`config.mk`:
```
export PLATFORM = sky130hd
export DESIGN_NAME = demux_1_4_stream
export DESIGN_NICKNAME = d
export VERILOG_FILES = /design/src/rtl/demux_pkg.sv /design/src/rtl/demux_chan_cnt.sv /design/src/rtl/demux_1_4_stream.sv
export SDC_FILE = /design/constraint.sdc
export NUM_CORES = 1
export LEC_CHECK = 0
export BUFFER_PORTS_ARGS = -buffer_cell sky130_fd_sc_hd__buf_2
export CAP_MARGIN = 20
export CORE_AREA = 2 2 39 41
export DETAILED_ROUTE_END_ITERATION = 6
export DIE_AREA = 0 0 41 43
export PLACE_DENSITY = 0.77
export SLEW_MARGIN = 5
export SYNTH_ARGS = -nofsm -noshare
export SYNTH_HDL_FRONTEND = slang
export SYNTH_SLANG_ARGS = --single-unit
export TNS_END_PERCENT = 20
```
`constraint.sdc`:
```
create_clock -name clk -period 1.4 [get_ports clk]
set_input_delay 0.07 -clock clk [delete_from_list [all_inputs] [get_ports clk]]
set_output_delay 0.07 -clock clk [all_outputs]
set_load 0.05 [all_outputs]
```
`src/rtl/demux_pkg.sv`:
```
// demux_pkg: shared constants, state encoding and select decode for demux_1_4_stream.
package demux_pkg;
    localparam int NUM_CH = 4;
    localparam int SEL_W  = 2;
    typedef enum logic {ST_EMPTY = 1'b0, ST_FULL = 1'b1} state_t;
    function automatic logic [NUM_CH-1:0] sel2onehot(input logic [SEL_W-1:0] sel);
        return NUM_CH'(1) << sel;
    endfunction
endpackage

```
`src/rtl/demux_chan_cnt.sv`:
```
// demux_chan_cnt: CNT_W-bit wrapping transfer counter with enable.
// Ports: clk, rst_n (sync, active-low), en (count this cycle), cnt (current count).
module demux_chan_cnt #(
    parameter int CNT_W = 16
) (
    input  logic             clk,
    input  logic             rst_n,
    input  logic             en,
    output logic [CNT_W-1:0] cnt
);
    always_ff @(posedge clk)
        if (!rst_n) cnt <= '0;
        else if (en) cnt <= cnt + 1'b1;
endmodule

```
`src/rtl/demux_1_4_stream.sv`:
```
// demux_1_4_stream: 1-to-4 valid/ready stream demux with one output register stage.
// Ports: clk, rst_n (sync, active-low); in_valid/in_ready/in_data/in_sel from the producer;
// out_valid/out_ready per channel (bit i = channel i), out_data shared by all channels;
// cnt_flat per-channel transfer counts, present only when DEMUX_CNT_EN is defined.
module demux_1_4_stream
    import demux_pkg::*;
#(
    parameter int DATA_W = 8,
    parameter int CNT_W  = 16
) (
    input  logic              clk,
    input  logic              rst_n,
    input  logic              in_valid,
    output logic              in_ready,
    input  logic [DATA_W-1:0] in_data,
    input  logic [SEL_W-1:0]  in_sel,
    output logic [NUM_CH-1:0] out_valid,
    input  logic [NUM_CH-1:0] out_ready,
    output logic [DATA_W-1:0] out_data
`ifdef DEMUX_CNT_EN
    ,
    output logic [NUM_CH*CNT_W-1:0] cnt_flat
`endif
);
    state_t            state_q, state_d;
    logic [DATA_W-1:0] data_q;
    logic [SEL_W-1:0]  sel_q;
    logic              drain, load;

    always_comb begin
        drain     = (state_q == ST_FULL) && out_ready[sel_q];
        // Combinational out_ready -> in_ready path allows a drain and a fill in the same cycle.
        in_ready  = (state_q == ST_EMPTY) || out_ready[sel_q];
        load      = in_valid && in_ready;
        state_d   = load ? ST_FULL : (drain ? ST_EMPTY : state_q);
        out_valid = (state_q == ST_FULL) ? sel2onehot(sel_q) : '0;
        out_data  = data_q;
    end

    always_ff @(posedge clk)
        if (!rst_n) begin
            state_q <= ST_EMPTY;
            data_q  <= '0;
            sel_q   <= '0;
        end else begin
            state_q <= state_d;
            if (load) begin
                data_q <= in_data;
                sel_q  <= in_sel;
            end
        end

`ifdef DEMUX_CNT_EN
    for (genvar i = 0; i < NUM_CH; i++) begin : g_cnt
        demux_chan_cnt #(.CNT_W(CNT_W)) u_cnt (
            .clk  (clk),
            .rst_n(rst_n),
            .en   (out_valid[i] && out_ready[i]),
            .cnt  (cnt_flat[i*CNT_W +: CNT_W])
        );
    end
`endif
endmodule

```
# After elaboration in Yosys (flattened, before gate mapping)
# Cells that the tools add are included.
[op_classes]
n_lt_le_gt_ge = 1
n_shift = 1
reduce_logical = 4
muxes = 5
bitwise_logic = 1
[ops]
columns = ["operator", "n"]
rows = [
  ["$mux W4", 1],
  ["$shl A1 B2 Y4 const A", 1],
  ["$lt A2 B3 Y1 const B", 1],
  ["$mux W1", 3],
  ["$bmux W1 S2", 1],
  ["$logic_and A1 B1 Y1", 2],
  ["$reduce_bool A2 Y1", 1],
  ["$logic_or A1 B1 Y1", 1],
  ["$not A1 Y1", 1],
]
[totals]
ff_bits = 11

# Depth between registers and ports, before layout
# Gate-level depths: netlist of run 1.
[depth]
word_depth = 5
mapped_depth = 5
depth_no_buf = 3

# Worst setup path before layout of run 1
# Ideal clock, no wire load.
[synth_path]
path_type = "flip-flop to flip-flop"
start = "reg sel_q[0]"
end = "reg state_q"
t_required_ns = 1.237
slack_ns = -0.318
path_stages_with_launch = 5
setup_time_ns = 0.163
arrival_time_ns = 1.555
path_cell_list = "dfxtp_1 buf_6 mux2i_1 a22oi_1 a21boi_1"
[synth_between]
elab_chain_cells = 5
elab_cells_between_ends = 7
cone_classes = "mux (3); reduce/logical (4)"
[synth_lines]
columns = ["element", "line", "text"]
rows = [
  ["from (decl)", "demux_1_4_stream.sv:27", "logic [SEL_W-1:0] sel_q;"],
  ["from (signal assigned)", "demux_1_4_stream.sv:49", "sel_q <= in_sel;"],
  ["$bmux W1 S2 (*)", "demux_1_4_stream.sv:33", "in_ready = (state_q == ST_EMPTY) || out_ready[sel_q];"],
  ["$mux W1 (not written as such) (*)", "demux_1_4_stream.sv:33", ""],
  ["$logic_or A1 B1 Y1 (*)", "demux_1_4_stream.sv:33", ""],
  ["named net in_ready", "demux_1_4_stream.sv:14", "output logic in_ready,"],
  ["$logic_and A1 B1 Y1 (*)", "demux_1_4_stream.sv:34", "load = in_valid && in_ready;"],
  ["$mux W1 / $reduce_bool A2 Y1 (equally long branches)", "--", ""],
  ["to (signal assigned)", "demux_1_4_stream.sv:46", "state_q <= state_d;"],
  ["to (decl)", "demux_1_4_stream.sv:25", "state_t state_q, state_d;"],
]
# The timed path passes the listed nets; every way through them passes the cells marked *. The select of a mux whose other input is x is not followed.
# A chain may end at the register's enable or synchronous reset.

# Worst setup path after layout of run 1
[layout_path]
start = "reg sel_q[0]"
end = "out in_ready"
[layout_between]
elab_chain_cells = 3
[layout_lines]
columns = ["element", "line"]
rows = [
  ["$bmux W1 S2", "demux_1_4_stream.sv:33"],
  ["$mux W1 (not written as such)", "demux_1_4_stream.sv:33"],
  ["$logic_or A1 B1 Y1", "demux_1_4_stream.sv:33"],
  ["to (decl)", "demux_1_4_stream.sv:14"],
]
# No other way between the ends. The select of a mux whose other input is x is not followed.

==> summary.txt, run 1 <==
Power
  – PD cells: 1070 mW/mm²
  – Peak supply drop: 0.533 mV
  – Leakage power: 0.000385 µW

Clocking
  – Clock latency on the worst-skew pair: 0.26 ns
  – Root Driver: clkbuf_4
  – CTS Hold Bufs: 0
  – Worst-path clk slew: 0.07 ns
  – CTS tree: yes
  – Number of H-tree levels: 1
  – Clock Path Buffers: 2
  – Total CTS buffers: 3
  – Clk sinks: 11

Logic synthesis
  – Main combinational cell family by area after synthesis: multiplexers
  – Share of the yosys chip area belonging to registers: 42.5%
  – Post-synth cell types: 13
  – Syn_area_per_cell: 9.09 µm²
  – Ys Warns: 0
  – Syn_nets: 74
  – Post-synthesis adder-cell area fraction: 0%
  – Post-Synth XOR/XNOR Area: 0%
  – Compound-gate portion of the synthesized area: 5.80%
  – Multiplexer area fraction after synthesis: 23.2%
  – Yosys reg bits: 11
  – Post-Syn Instances: 57
  – Simple-gate area share of the yosys netlist: 22.0%
  – Mapped Area: 518 µm²

Setup path
  – Worst stage delay on the critical path: 0.37 ns
  – Worst r2r dst: out_data[1]
  – Worst reg-to-reg path cell count: 4
  – Worst Path Arrival: 1.24 ns
  – Crit-path max FO: 3
  – WS Path Type: reg -> out
  – Startpoint types: register
  – Slowest cell on crit path: dfxtp_2
  – Worst-path cell chain: mux2i_2, a22oi_2, buf_4
  – CP endpoint kind: primary output
  – RR Startpoint: sel_q[0]
  – R2R setup slack: 0.13 ns
  – CP required: 1.33 ns

Cells and area
  – Sequential cell area: 221 µm²
  – Nets: 107
  – Diodes inserted: 0
  – FILL cells: 139
  – Area grow syn2layout: 40.1%
  – Multi-input gate area: 282 µm²
  – Post-route design area: 726 µm²
  – Share of cells above drive strength 1: 47.2%

Global route
  – Tot GR Track Use: 14.0%
  – Largest net degree at the start of global routing: 22
  – Vias in the first global route: 434
  – Initial antenna violation count: 0
  – Grt total ovfl: 0
  – First-pass GRT wire length: 1.67 mm

Hold path
  – Hold Crit Depth: 3
  – HP Start: in_sel[0]
  – Hold endpoint: sel_q[0]
  – Worst Hold Class: in -> reg

STA
  – Fin crit share: 93.3%
  – Maximum clock frequency: 765 MHz
  – Final setup vio count: 0
  – Total Neg Setup Slack: 0 ns
  – Period minus WS final: 1.31 ns
  – Slew Limit Fails: 0
  – RSZ-0062 raised after global routing: false
  – Slew @ Worst Pin: 0.308 ns
  – Max transition margin: 79.5%
  – Fin Clk Skew: 0.000896 ns
  – Final Hold Fails: 0

Place
  – IO Port Bufs: 29
  – DP HPWL: 798 µm
  – RD Place Congestion: 0.626
  – Post-DP Area: 681 µm²

Floorplanning
  – I/O pin cnt: 30
  – Site Rows: 14
  – Die X: 41 µm
  – DIE AREA: 0.00176 mm²
  – Core Region: 0.00138 mm²
  – Die H: 43 µm
  – Initial Util: 37.4%

Route
  – WL final: 1.02 mm
  – DRT antenna net count: 0
  – DRC Markers: 0
  – DR pass1 iterations: 2
  – Drt wl/cell: 9.68 µm
  – Via/cell ratio: 4.52
  – Routed via count: 475
  – DR iter-0 viols: 4

Outcome
  – Outcome: complete, no violations

Run
  – Max_cap viols: 0
[flip-flops by register name, indices dropped and copies added, names as in the netlist]
register / cells
sel_q: 2
out_data: 8
state_q: 1
[routing by layer]
layer	wire, µm	GRT usage (%)
met1	449	17.4
met5	0	0
met4	0	8.00
met2	468	20.9
met3	98	3.14
[stage by stage]
| step | cells | setup slack, ns | hold WS (ns) | util, % | total power [µW] |
|---|---|---|---|---|---|
| 3_3_place_gp | 101 | 0.153 | 0.320 | 49.2 | 563 |
| 4_1_cts | 105 | 0.00760 | 0.0380 | 51.4 | 784 |
| 3_5_place_dp | 101 | 0.106 | 0.327 | 49.2 | 566 |
| 5_1_grt | 105 | 0.0100 | 0.0437 | 52.4 | 826 |
| 6_report | 105 | 0.0933 | 0.0439 | 52.4 | 777 |
| 2_1_floorplan | 57 | 0.00904 | 0.212 | - | 513 |
[report_power, final]
group	leakage, µW	switching (µW)	internal, µW
Sequential	0.0000912	14.8	337
Clock	0.0000150	100	110
Combinational	0.000279	138	77.8
[how the worst max path moves through the flow]
stage                         from           end  slack (ns)  cells past startpoint
final                     sel_q[0]      in_ready        0.09                      3
after floorplan            state_q  out_valid[0]       0.009                      2
after global routing       state_q  out_valid[0]        0.01                      3
after detailed placement  sel_q[0]   out_data[6]        0.11                      4
after CTS                  state_q  out_valid[0]       0.008                      3
after global placement    sel_q[0]   out_data[2]        0.15                      4
[logic make-up (layout without fill, tap and decap cells)]
kind of cell / Yosys count / in the layout
DFF: 11 / 11
muxes: 12 / 12
and+or+nand+nor: 26 / 26
AOI/OAI and AO/OA: 3 / 3
buffers and inverters: 5 / 37
[cell usage in the layout, fill, tap and decap left out]
master	count
a22oi_2	1
buf_4	4
and2_4	1
dfxtp_2	1
inv_1	1
mux2i_2	2
a221oi_2	1
nand2_1	20
and2_1	1
clkbuf_1	1
and3_1	1
buf_2	27
nor2b_2	1
and2b_1	1
a21boi_1	1
nor2b_1	1
clkbuf_4	4
dfxtp_1	10
mux2i_1	10
[cell type report]
class	instances	area share, %
repair buffers	32	23.8
clock buffers	4	3.62
inverters	1	0.517
well taps	16	2.76
flip-flops and latches	11	30.5
multi-input cells	41	38.8
[what timing repair did]
| action | in CTS | in global routing |
|---|---|---|
| gates resized for setup | 1 | 7 |
| gates cloned | 0 | 0 |
| setup buffers | 0 | 0 |
| hold endpoints to repair | 0 | 0 |
| pin swaps | 0 | 0 |
| endpoints found under the setup margin | 1 | 3 |
[critical path: cells and delay by family (launching register included)]
family                 cells  cell delay, ns
flip-flops                 1            0.37
multiplexers               1            0.28
AO/OA/AOI/OAI              1            0.12
buffers and inverters      1            0.20
[cells in the mapped netlist]
cell type / count / area (µm²)
clkbuf_1: 2 / 7.51
dfxtp_1: 11 / 220
a22oi_1: 1 / 7.51
and2b_1: 1 / 7.51
a21boi_1: 1 / 7.51
mux2i_1: 12 / 120
a221oi_2: 1 / 15.0
nand2_1: 20 / 75.1
buf_6: 2 / 22.5
inv_1: 1 / 3.75
nor2b_1: 2 / 12.5
and3_1: 1 / 6.26
and2_1: 2 / 12.5
Power figures use the tool's default switching activity.
==> run 2, diff against run 1 <==
--- a/config.mk
+++ b/config.mk
@@ -7,10 +7,12 @@
 export LEC_CHECK = 0
 export BUFFER_PORTS_ARGS = -buffer_cell sky130_fd_sc_hd__buf_2
 export CAP_MARGIN = 20
-export CORE_AREA = 2 2 39 41
+export CELL_PAD_IN_SITES_DETAIL_PLACEMENT = 0
+export CELL_PAD_IN_SITES_GLOBAL_PLACEMENT = 1
+export CORE_UTILIZATION = 28
+export CTS_CLUSTER_SIZE = 20
 export DETAILED_ROUTE_END_ITERATION = 6
-export DIE_AREA = 0 0 41 43
-export PLACE_DENSITY = 0.77
+export PLACE_DENSITY = 0.79
 export SLEW_MARGIN = 5
 export SYNTH_ARGS = -nofsm -noshare
 export SYNTH_HDL_FRONTEND = slang
==> run 2 against run 1 <==
Net effect: worst setup slack worse by 0.014 ns; wire length up 3.7%; combinational power down 2%; critical path type unchanged; clock skew up 0.0037 ns; critical path depth unchanged; register-to-register slack worse by 0.02 ns.
==> summary.txt, run 2 (synthesis results as in run 1) <==
Outcome
  – Outcome: complete, no violations (unchanged)

Floorplanning
  – Initial Util: 30.0% (was 37.4%)
  – Die X: 45.0 µm (was 41 µm)
  – Core Region: 0.00173 mm² (was 0.00138 mm²)
  – Site Rows: 15 (was 14)
  – DIE AREA: 0.00203 mm² (was 0.00176 mm²)
  – I/O pin cnt: 30 (unchanged)
  – Die H: 45.0 µm (was 43 µm)

Cells and area
  – Share of cells above drive strength 1: 44.3% (was 47.2%)
  – Commonest non-fill, non-tap cells in the layout: 27 x buf_2, 20 x nand2_1, 11 x mux2i_1 (was 27 x buf_2, 20 x nand2_1, 10 x mux2i_1, 10 x dfxtp_1)
  – FILL cells: 200 (was 139)
  – Sequential cell area: 221 µm² (unchanged)
  – Diodes inserted: 0 (unchanged)
  – Nets: 106 (was 107)
  – Commonest non-fill, non-tap cell in the layout: buf_2 (unchanged)
  – Largest register FFs: 8 (unchanged)
  – Area grow syn2layout: 39.6% (was 40.1%)
  – Multi-input gate area: 275 µm² (was 282 µm²)

Clocking
  – CTS tree: yes (unchanged)
  – CTS Hold Bufs: 0 (unchanged)
  – Number of H-tree levels: 1 (unchanged)
  – Postcts setup bufs: 0 (unchanged)
  – Root Driver: clkbuf_4 (unchanged)
  – Worst-path clk slew: 0.07 ns (about the same)
  – Total CTS buffers: 3 (unchanged)
  – Clock latency on the worst-skew pair: 0.26 ns (about the same)
  – Clk sinks: 11 (unchanged)
  – Clock Path Buffers: 2 (unchanged)

Global route
  – Tot GR Track Use: 10.7% (was 14.0%)
  – Largest net degree at the start of global routing: 22 (unchanged)
  – Vias in the first global route: 396 (was 434)
  – First-pass GRT wire length: 1.64 mm (was 1.67 mm)
  – Initial antenna violation count: 0 (unchanged)
  – Grt total ovfl: 0 (unchanged)

Setup path
  – WS Path Type: reg -> out (unchanged)
  – CP endpoint kind: primary output (unchanged)
  – Worst Path Arrival: 1.25 ns (was 1.24 ns)
  – Worst stage delay on the critical path: 0.36 ns (was 0.37 ns)
  – Slowest cell on crit path: dfxtp_2 (unchanged)
  – CP required: 1.33 ns (about the same)
  – Crit-path max FO: 3 (unchanged)
  – Worst-path cell chain: mux2i_1, a22oi_2, clkbuf_4 (was mux2i_2, a22oi_2, buf_4)
  – Startpoint types: register (unchanged)

STA
  – Period minus WS final: 1.32 ns (was 1.31 ns)
  – Slew @ Worst Pin: 0.333 ns (was 0.308 ns)
  – Total Neg Setup Slack: 0 ns (unchanged)
  – Max transition margin: 77.8% (was 79.5%)
  – RSZ-0062 raised after global routing: false (unchanged)
  – Fin crit share: 94.4% (was 93.3%)
  – Fin Clk Skew: 0.00459 ns (was 0.000896 ns)
  – Final setup vio count: 0 (unchanged)
  – Setup ws final: 0.0791 ns (was 0.0933 ns)
  – Final Hold Fails: 0 (unchanged)
  – Maximum clock frequency: 757 MHz (was 765 MHz)
  – Slew Limit Fails: 0 (unchanged)

Route
  – DR iter-0 viols: 7 (was 4)
  – DRT antenna net count: 0 (unchanged)
  – DR pass1 iterations: 2 (unchanged)
  – Drt wl/cell: 9.33 µm (was 9.68 µm)
  – WL final: 1.05 mm (was 1.02 mm)
  – Via/cell ratio: 4.13 (was 4.52)
  – Routed via count: 467 (was 475)
  – DRC Markers: 0 (unchanged)

Hold path
  – Worst Hold Class: in -> reg (unchanged)

Power
  – PD cells: 1070 mW/mm² (about the same)
  – Leakage power: 0.000378 µW (was 0.000385 µW)
  – Peak supply drop: 0.499 mV (was 0.533 mV)

Place
  – DP HPWL: 795 µm (was 798 µm)
  – Dpl ws: 0.102 ns (was 0.106 ns)
  – RD Place Congestion: 0.670 (was 0.626)
  – IO Port Bufs: 29 (unchanged)

Run
  – Max_cap viols: 0 (unchanged)
==> run 2: per-layer routing <==
layer	global-route usage, %	part of all wire [%]	vias up
met2	15.4	39	22
met3	2.40	8.5	0
met4	1.82	0	0
met1	16.3	52	198
li1	-	-	247
met5	0	0	-
==> run 2: power breakdown <==
| part | leakage [µW] | total (µW) | switching, µW | internal (µW) |
|---|---|---|---|---|
| Combinational | 0.000272 | 211 | 138 | 72.6 |
| Clock | 0.0000150 | 210 | 99.9 | 110 |
| Sequential | 0.0000912 | 350 | 13.6 | 336 |
| Total | 0.000378 | 771 | 252 | 519 |
==> run 2: stage by stage <==
stage | util, % | hold WS (ns) | power (µW) | instances | area, µm²
after floorplan | - | 0.212 | 513 | 57 | 523
after global placement | 39.6 | 0.321 | 561 | 109 | 684
after detailed placement | 39.6 | 0.325 | 563 | 109 | 684
after CTS | 41.3 | 0.0435 | 777 | 113 | 713
after global routing | 41.9 | 0.0607 | 808 | 113 | 723
final | 41.9 | 0.0451 | 771 | 113 | 723
==> run 2: cell type report <==
cell class / instances / area share [%]
clock buffers: 4 / 3.63
inverters: 1 / 0.519
multi-input cells: 41 / 38.1
flip-flops and latches: 11 / 30.6
well taps: 25 / 4.33
repair buffers: 31 / 22.8
==> run 2: final timing paths <==
check                           cells past startpoint  slack [ns]        start     endpoint
worst min-delay path                                3        0.05   in_data[0]  out_data[0]
worst min register to register                      2        0.46  out_data[7]  out_data[7]
worst max-delay path                                3        0.08     sel_q[0]     in_ready
worst max register to register                      4        0.11     sel_q[0]     sel_q[0]
==> run 2: repair_timing <==
action / in CTS / in global routing
gates resized for setup: 1 / 4
setup endpoints to repair: 2 / 2
hold endpoints to repair: 0 / 0
==> run 2: worst max-delay path, delay by kind of cell, from the launching register on <==
kind | cells | cell delay, ns
compound gates | 1 | 0.09
mux | 1 | 0.30
flops | 1 | 0.36
buf+inv | 1 | 0.23
